$ cat config.mk
export PLATFORM = sky130hd
export DESIGN_NAME = fp_alu_seq
export DESIGN_NICKNAME = d
export VERILOG_FILES = /design/src/rtl/fp_alu_seq.sv
export SDC_FILE = /design/constraint.sdc
export NUM_CORES = 1
export LEC_CHECK = 0
export CAP_MARGIN = 20
export CORE_MARGIN = 1
export CORE_UTILIZATION = 56
export CTS_BUF_LIST = sky130_fd_sc_hd__clkbuf_16
export DETAILED_ROUTE_END_ITERATION = 8
export PLACE_DENSITY_LB_ADDON = 0.1
export SLEW_MARGIN = 20
export SYNTH_ARGS = -nofsm -noshare
export SYNTH_HDL_FRONTEND = slang
export SYNTH_SLANG_ARGS = --single-unit
$ cat constraint.sdc
create_clock -name Clk -period 8.9 [get_ports Clk]
set_input_delay 1.78 -clock Clk [delete_from_list [all_inputs] [get_ports Clk]]
set_output_delay 1.78 -clock Clk [all_outputs]
set_load 0.005 [all_outputs]
$ cat src/rtl/fp_alu_seq.sv
// fp_alu_seq: multi-cycle single-precision FP ALU (add/sub/mul/div) with a start/done handshake.
// Optional divider: define FP_ALU_DIV_EN to build the DIV state and restoring divider.
// Without it, ALU_Op=11 completes immediately with a +0 result.
module fp_alu_seq #(
  parameter int unsigned DATAWIDTH = 32,
  parameter int unsigned MANT_W    = 23,
  parameter int unsigned EXP_W     = 8
) (
  input  logic                 Clk,
  input  logic                 Rst,
  input  logic                 start,
  input  logic [1:0]           ALU_Op,
  input  logic [DATAWIDTH-1:0] data_iA,
  input  logic [DATAWIDTH-1:0] data_iB,
  output logic [DATAWIDTH-1:0] data_o,
  output logic                 flg_negative,
  output logic                 flg_zero,
  output logic                 flg_overflow,
  output logic                 flg_div0,
  output logic                 busy,
  output logic                 done
);

  localparam int unsigned SGN    = DATAWIDTH - 1;
  localparam int unsigned EXP_LO = MANT_W;
  localparam int unsigned EXP_HI = MANT_W + EXP_W - 1;
  localparam int unsigned MAN_W  = MANT_W + 1;      // mantissa with hidden bit
  localparam int unsigned AS_W   = MANT_W + 4;      // carry + hidden + mantissa + 2 guard
  localparam int unsigned PROD_W = 2 * MAN_W;       // common normalisation frame
  localparam int unsigned QUO_W  = MANT_W + 3;      // quotient bits
  localparam int unsigned HID    = PROD_W - 2;      // hidden-bit position in the frame
  localparam int unsigned SH_MAX = AS_W - 1;        // alignment / normalisation bound
  localparam int unsigned E_W    = 10;
  localparam int unsigned CNT_W  = 5;

  localparam logic signed [E_W-1:0] BIAS    = 10'sd127;
  localparam logic signed [E_W-1:0] EXP_INF = 10'sd255;
  localparam logic signed [E_W-1:0] EXP_ONE = 10'sd1;

  localparam logic [1:0] OP_ADD = 2'b00;
  localparam logic [1:0] OP_SUB = 2'b01;
  localparam logic [1:0] OP_MUL = 2'b10;
`ifdef FP_ALU_DIV_EN
  localparam logic [1:0] OP_DIV = 2'b11;
  localparam logic [DATAWIDTH-1:0] QNAN = 32'h7FC00000;
`endif

  typedef enum logic [2:0] {IDLE, UNPACK, ALIGN, ADDSUB, MUL, DIV, NORM, PACK} state_t;

  state_t state, state_nx;

  logic [1:0]            op_q;
  logic [DATAWIDTH-1:0]  a_q, b_q;
  logic                  sa, sb, rs;
  logic signed [E_W-1:0] ea, eb, re;
  logic [AS_W-1:0]       am, bm;
  logic [PROD_W-1:0]     man;
  logic [CNT_W-1:0]      cnt;
  logic                  byp, byp_div0;
  logic [DATAWIDTH-1:0]  byp_word;
`ifdef FP_ALU_DIV_EN
  logic [QUO_W-1:0]      rem;
  logic [QUO_W-1:0]      trial_c, rem_keep_c;
  logic                  qbit_c;
`endif

  logic                  za_c, zb_c, sb_eff_c, sres_c;
  logic signed [E_W-1:0] ea_raw_c, eb_raw_c, ediff_c;
  logic [E_W-1:0]        abs_c;
  logic [CNT_W-1:0]      shamt_c;
  logic                  byp_c, byp_div0_c;
  logic [DATAWIDTH-1:0]  byp_word_c;
  logic [AS_W-1:0]       sum_c;
  logic                  sum_s_c;
  logic [MAN_W:0]        mul_sum_c;
  logic                  norm_ok_c;
  logic [DATAWIDTH-1:0]  pack_word_c;
  logic                  pack_ovf_c, pack_div0_c;

  // Operand field decode from the captured request
  assign za_c     = (a_q[EXP_HI:EXP_LO] == '0);
  assign zb_c     = (b_q[EXP_HI:EXP_LO] == '0);
  assign sb_eff_c = b_q[SGN] ^ (op_q == OP_SUB);
  assign sres_c   = a_q[SGN] ^ b_q[SGN];
  assign ea_raw_c = {2'b00, a_q[EXP_HI:EXP_LO]};
  assign eb_raw_c = {2'b00, b_q[EXP_HI:EXP_LO]};

  // Zero / divide-by-zero shortcuts that skip the arithmetic states
  always_comb begin
    byp_c      = 1'b0;
    byp_word_c = '0;
    byp_div0_c = 1'b0;
    case (op_q)
      OP_ADD, OP_SUB: begin
        if (zb_c) begin
          byp_c      = 1'b1;
          byp_word_c = {a_q[SGN], za_c ? {(DATAWIDTH-1){1'b0}} : a_q[SGN-1:0]};
        end else if (za_c) begin
          byp_c      = 1'b1;
          byp_word_c = {sb_eff_c, b_q[SGN-1:0]};
        end
      end
      OP_MUL: begin
        if (za_c || zb_c) begin
          byp_c      = 1'b1;
          byp_word_c = {sres_c, {(DATAWIDTH-1){1'b0}}};
        end
      end
      default: begin
`ifdef FP_ALU_DIV_EN
        if (zb_c) begin
          byp_c      = 1'b1;
          byp_div0_c = 1'b1;
          byp_word_c = za_c ? QNAN : {sres_c, {EXP_W{1'b1}}, {MANT_W{1'b0}}};
        end else if (za_c) begin
          byp_c      = 1'b1;
          byp_word_c = {sres_c, {(DATAWIDTH-1){1'b0}}};
        end
`else
        byp_c = 1'b1;
`endif
      end
    endcase
  end

  // Alignment shift amount, saturated
  assign ediff_c = ea - eb;
  assign abs_c   = ediff_c[E_W-1] ? -ediff_c : ediff_c;
  assign shamt_c = (abs_c > E_W'(SH_MAX)) ? CNT_W'(SH_MAX) : abs_c[CNT_W-1:0];

  // Signed-magnitude add/subtract of aligned mantissas
  always_comb begin
    sum_c   = '0;
    sum_s_c = sa;
    if (sa == sb) begin
      sum_c = am + bm;
    end else if (am >= bm) begin
      sum_c = am - bm;
    end else begin
      sum_c   = bm - am;
      sum_s_c = sb;
    end
  end

  // One shift-add multiply step: conditional add into the upper half
  assign mul_sum_c = {1'b0, man[PROD_W-1:MAN_W]} + (man[0] ? {1'b0, am[AS_W-2:2]} : '0);

`ifdef FP_ALU_DIV_EN
  // One restoring-division step
  assign trial_c    = rem - {2'b00, bm[AS_W-2:2]};
  assign qbit_c     = ~trial_c[QUO_W-1];
  assign rem_keep_c = qbit_c ? trial_c : rem;
`endif

  assign norm_ok_c = (~man[PROD_W-1] & man[HID]) | (cnt == CNT_W'(SH_MAX));

  // Final packing with saturation to infinity or flush to zero
  always_comb begin
    pack_word_c = {rs, re[EXP_W-1:0], man[HID-1 -: MANT_W]};
    pack_ovf_c  = 1'b0;
    pack_div0_c = 1'b0;
    if (byp) begin
      pack_word_c = byp_word;
      pack_div0_c = byp_div0;
    end else if (re >= EXP_INF) begin
      pack_word_c = {rs, {EXP_W{1'b1}}, {MANT_W{1'b0}}};
      pack_ovf_c  = 1'b1;
    end else if (re <= 10'sd0) begin
      pack_word_c = {rs, {(DATAWIDTH-1){1'b0}}};
    end
  end

  // State register
  always_ff @(posedge Clk) begin
    if (Rst) state <= IDLE;
    else     state <= state_nx;
  end

  // Next-state logic
  always_comb begin
    state_nx = state;
    case (state)
      IDLE:   if (start) state_nx = UNPACK;
      UNPACK: begin
        if (byp_c)                 state_nx = PACK;
        else if (op_q == OP_MUL)   state_nx = MUL;
`ifdef FP_ALU_DIV_EN
        else if (op_q == OP_DIV)   state_nx = DIV;
`endif
        else                       state_nx = ALIGN;
      end
      ALIGN:  state_nx = ADDSUB;
      ADDSUB: state_nx = (sum_c == '0) ? PACK : NORM;
      MUL:    if (cnt == CNT_W'(MAN_W - 1)) state_nx = NORM;
`ifdef FP_ALU_DIV_EN
      DIV:    if (cnt == CNT_W'(QUO_W - 1)) state_nx = NORM;
`endif
      NORM:   if (norm_ok_c) state_nx = PACK;
      PACK:   state_nx = IDLE;
      default: state_nx = IDLE;
    endcase
  end

  // Registered outputs: result/flags at PACK, done pulse, busy window
  always_ff @(posedge Clk) begin
    if (Rst) begin
      data_o       <= '0;
      flg_negative <= 1'b0;
      flg_zero     <= 1'b0;
      flg_overflow <= 1'b0;
      flg_div0     <= 1'b0;
      busy         <= 1'b0;
      done         <= 1'b0;
    end else begin
      done <= 1'b0;
      busy <= (state_nx != IDLE) || (state == PACK);
      if (state == PACK) begin
        data_o       <= pack_word_c;
        flg_negative <= pack_word_c[SGN];
        flg_zero     <= (pack_word_c[SGN-1:0] == '0);
        flg_overflow <= pack_ovf_c;
        flg_div0     <= pack_div0_c;
        done         <= 1'b1;
      end
    end
  end

  // Datapath registers, advanced per state
  always_ff @(posedge Clk) begin
    case (state)
      IDLE: begin
        if (start) begin
          op_q <= ALU_Op;
          a_q  <= data_iA;
          b_q  <= data_iB;
        end
      end
      UNPACK: begin
        sa       <= a_q[SGN];
        sb       <= sb_eff_c;
        ea       <= ea_raw_c;
        eb       <= eb_raw_c;
        am       <= za_c ? '0 : {1'b0, 1'b1, a_q[MANT_W-1:0], 2'b00};
        bm       <= zb_c ? '0 : {1'b0, 1'b1, b_q[MANT_W-1:0], 2'b00};
        rs       <= sres_c;
        re       <= (op_q == OP_MUL) ? (ea_raw_c + eb_raw_c - BIAS) : (ea_raw_c - eb_raw_c + BIAS);
        man      <= {{MAN_W{1'b0}}, 1'b1, b_q[MANT_W-1:0]};
        cnt      <= '0;
        byp      <= byp_c;
        byp_word <= byp_word_c;
        byp_div0 <= byp_div0_c;
`ifdef FP_ALU_DIV_EN
        rem      <= {2'b00, 1'b1, a_q[MANT_W-1:0]};
`endif
      end
      ALIGN: begin
        if (!ediff_c[E_W-1]) begin
          bm <= bm >> shamt_c;
          re <= ea;
        end else begin
          am <= am >> shamt_c;
          re <= eb;
        end
      end
      ADDSUB: begin
        cnt <= '0;
        if (sum_c == '0) begin
          byp      <= 1'b1;
          byp_word <= '0;
          byp_div0 <= 1'b0;
        end else begin
          man <= {sum_c, {(PROD_W-AS_W){1'b0}}};
          rs  <= sum_s_c;
        end
      end
      MUL: begin
        man <= {mul_sum_c, man[MAN_W-1:1]};
        cnt <= (cnt == CNT_W'(MAN_W - 1)) ? '0 : cnt + 1'b1;
      end
`ifdef FP_ALU_DIV_EN
      DIV: begin
        rem <= {rem_keep_c[QUO_W-2:0], 1'b0};
        if (cnt == CNT_W'(QUO_W - 1)) begin
          man <= {1'b0, man[QUO_W-2:0], qbit_c, {(PROD_W-QUO_W-1){1'b0}}};
          cnt <= '0;
        end else begin
          man <= {man[PROD_W-2:0], qbit_c};
          cnt <= cnt + 1'b1;
        end
      end
`endif
      NORM: begin
        if (!norm_ok_c) begin
          cnt <= cnt + 1'b1;
          if (man[PROD_W-1]) begin
            man <= man >> 1;
            re  <= re + EXP_ONE;
          end else begin
            man <= man << 1;
            re  <= re - EXP_ONE;
          end
        end
      end
      default: ;
    endcase
  end

endmodule

==> flow_summary.yaml <==
status:
  status: "completed"
global_route:
  grt_overflow: 0
  grt_pass1_vias: 19310
  grt_usage_pct: 39.2
  grt_max_degree: 68
  antenna_found_initial: 1
  grt_pass1_wl_um: 117000
cells_and_area:
  stdcell_area_um2: 24200
  area_growth_pct: 11.0
  fin_nets: 2762
  antenna_cells: 0
  final_cells: 3069
  final_cell_mix: "nor2_1, nand2_1, edfxtp_1"
  final_layout_size_suffix_gt1_share_pct: 5.08
  layout_commonest_cell: "nor2_1"
floorplan:
  io_pins: 107
  dieWidth_um: 199
  start_util_pct: 57.4
  dieArea_um2: 39700
  core_area_um2: 38000
  rows: 71
  chipHeight_um: 199
timing:
  fin_crit_ps: 6260
  max_freq_mhz: 160
  rsz0062_at_grt: "false"
  skew_ps: 15.5
  timing.setup.tns_ps: 0
  min_period_over_period_pct: 70.3
  max_slew_margin_pct: 24.8
  slew_viol_final: 0
  worst_pin_slew_ps: 1130
  setup_viol: 0
  hold_viol: 0
placement:
  portBuffers: 105
  post-dp-hpwl_um: 60000
  gp_congestion: 1.03
  placed_cell_area_um2: 23200
  dp.cells: 3012
drt:
  first_iter_violations: 3256
  via_per_inst: 6.85
  ant_nets: 0
  wl_per_cell_um: 25.5
  dr.pass1.iters: 7
  route.detailed.drc: 0
  routed-via-count: 21029
  wl_um: 78400
power:
  vdd_ir_drop_max_mv: 0.189
  power_density_nw_per_um2: 300
  comb_power_share_pct: 54.1
  swShare_pct: 47.5
  pwr-share-clk_pct: 17.7
  intPower_w: 0.00381
  p_sw_w: 0.00345
  p_seq_share_pct: 28.2
  p_leak_nw: 9.33
  p_total_w: 0.00726
setup_path:
  cp.required_ps: 9200
  r2r_slack_ps: 2640
  worstSetupPathType: "flop to flop"
  cp_max_fo: 26
  cp.arrival_ps: 6560
  cp-end-kind: "flop"
  rr_startpoint: "bm[10]"
  worst_setup_path_start_kind: "flop"
  r2r_end: "man[44]"
  r2r_cells: 14
min_path:
  min_to: "flg_zero"
  hp-start: "flg_zero"
  hold_depth: 2
  hold_path.class: "flop to flop"
clocking:
  cts.sinks: 274
  cts_setup_buffers: 0
  cts_buffers: 31
  cts.path.max_buffers: 3
  cts_tree: "built"
  holdBufCountCts: 0
  clock_latency_ps: 580
  clk_pin_slew_ps: 70
  root_buffer: "clkbuf_16"
  htreeDepth: 1
  ctsResizeCount: 0
logic_synthesis:
  yosysWarningCount: 0
  ys_ff_latch: 274
  ys_seq_area_share_pct: 35.9
  synthAdderAreaFrac_pct: 9.40
  synth_top_family_by_area: "compound AO/OA/AOI/OAI gates"
  synth_nets: 2748
  yosys.area_share.simple_pct: 16.5
  synth_compound_area_share_pct: 25.7
  synth_cells: 2520
  synth_flop_cell: "edfxtp_1"
  synth_enable_flop_cells: 235
  synth.cell_area_um2: 21800
  synth_xor_area_share_pct: 3.40
  muxShareOfSynthArea_pct: 3.74
  async_reset_ff_share_pct: 0
  syn_avg_cell_area_um2: 8.65
  synth_cell_types: 89
flow_run:
  max_cap_viol_count: 0
## through the flow
stage,setup WS (ps),util [%],hold slack [ps]
floorplan,2600,-,450
global route,2450,63.7,494
CTS,2890,63.7,465
finish,2640,63.7,464
global placement,3110,61.0,454
detailed placement,2920,61.0,456
## worst max-delay path, cell delays in order (launching register included)
cell and delay, ps:
edfxtp_1 530, ha_1 480, a211oi_1 280, nor2_1 90, o41a_1 420, a31oi_1 230
o21a_1 790, nand2_1 560, o311ai_1 500, xnor2_1 130, or3b_2 440, nor3_1 350
nand4_1 240, and2_2 520, buf_4 380
## layout make-up
type | instances | area (um2)
sequential | 274 | 7840
clock inverter | 25 | 210
clock buffer | 32 | 801
multi-input combinational | 1950 | 12900
timing repair buffer | 144 | 1340
inverter | 133 | 499
tap | 511 | 639
fill | 3284 | 13800
## power by group through the flow
stage | clock network [W] | registers, W | logic, W
final | 0.00128 | 0.00205 | 0.00393
after CTS | 0.00128 | 0.00203 | 0.00378
after floorplan | 0 | 0.00189 | 0.00275
after global placement | 0 | 0.00204 | 0.00370
after global routing | 0.00133 | 0.00206 | 0.00419
after detailed placement | 0 | 0.00205 | 0.00375
## how the worst max path moves through the flow
| stage | startpoint | end | slack (ps) |
|---|---|---|---|
| after floorplan | start | busy | 2600 |
| after global placement | am[9] | man[47] | 3110 |
| after detailed placement | am[10] | man[45] | 2920 |
| after CTS | bm[10] | man[45] | 2890 |
| after global routing | am[10] | man[40] | 2450 |
| final | bm[10] | man[44] | 2640 |
## cells by family (layout without fill, tap and decap cells)
group	Yosys count	count (layout)
adders and majority gates	159	159
DFF	274	274
buffers and inverters	296	334
AOI/OAI and AO/OA	845	845
other	1	1
and+or+nand+nor	781	781
muxes	81	81
xor gates and xnor gates	83	83
## state kept, by name, summed over array words and instances, names as in the netlist, 2 cells and up
signal	cells
man	48
re	10
eb	8
bm	27
a_q	32
op_q	2
am	27
ea	8
b_q	32
data_o	32
cnt	5
state	3
byp_word	32
## layer usage
| layer | wire length [um] | GRT usage [%] | share of wire, % |
|---|---|---|---|
| met1 | 31500 | 53.8 | 40 |
| met2 | 32700 | 57.7 | 42 |
| met3 | 9820 | 10.2 | 13 |
| met4 | 4390 | 18.3 | 5.6 |
| met5 | 0 | 0 | 0 |
## cells in the mapped netlist, types with 17 or more instances
cell type | instances | area [um2]
nor3_1 | 63 | 315
nor2_1 | 255 | 957
mux2i_1 | 77 | 771
a211oi_1 | 54 | 405
a21o_1 | 47 | 353
ha_1 | 151 | 1890
buf_2 | 30 | 150
o22ai_1 | 21 | 131
nand4_1 | 25 | 156
a22oi_1 | 81 | 608
o21bai_1 | 19 | 143
o21ai_0 | 155 | 776
edfxtp_1 | 235 | 7060
clkbuf_1 | 119 | 447
and2_1 | 34 | 213
inv_1 | 133 | 499
xnor2_1 | 55 | 482
o211ai_1 | 68 | 510
xor2_1 | 27 | 236
dfxtp_1 | 39 | 781
a31oi_1 | 35 | 219
nand3_1 | 41 | 205
nand2b_1 | 20 | 125
o21a_1 | 17 | 128
nand2_1 | 238 | 893
a21oi_1 | 192 | 961
nor2b_1 | 22 | 138
No activity file was read; power rests on OpenSTA's default activity.
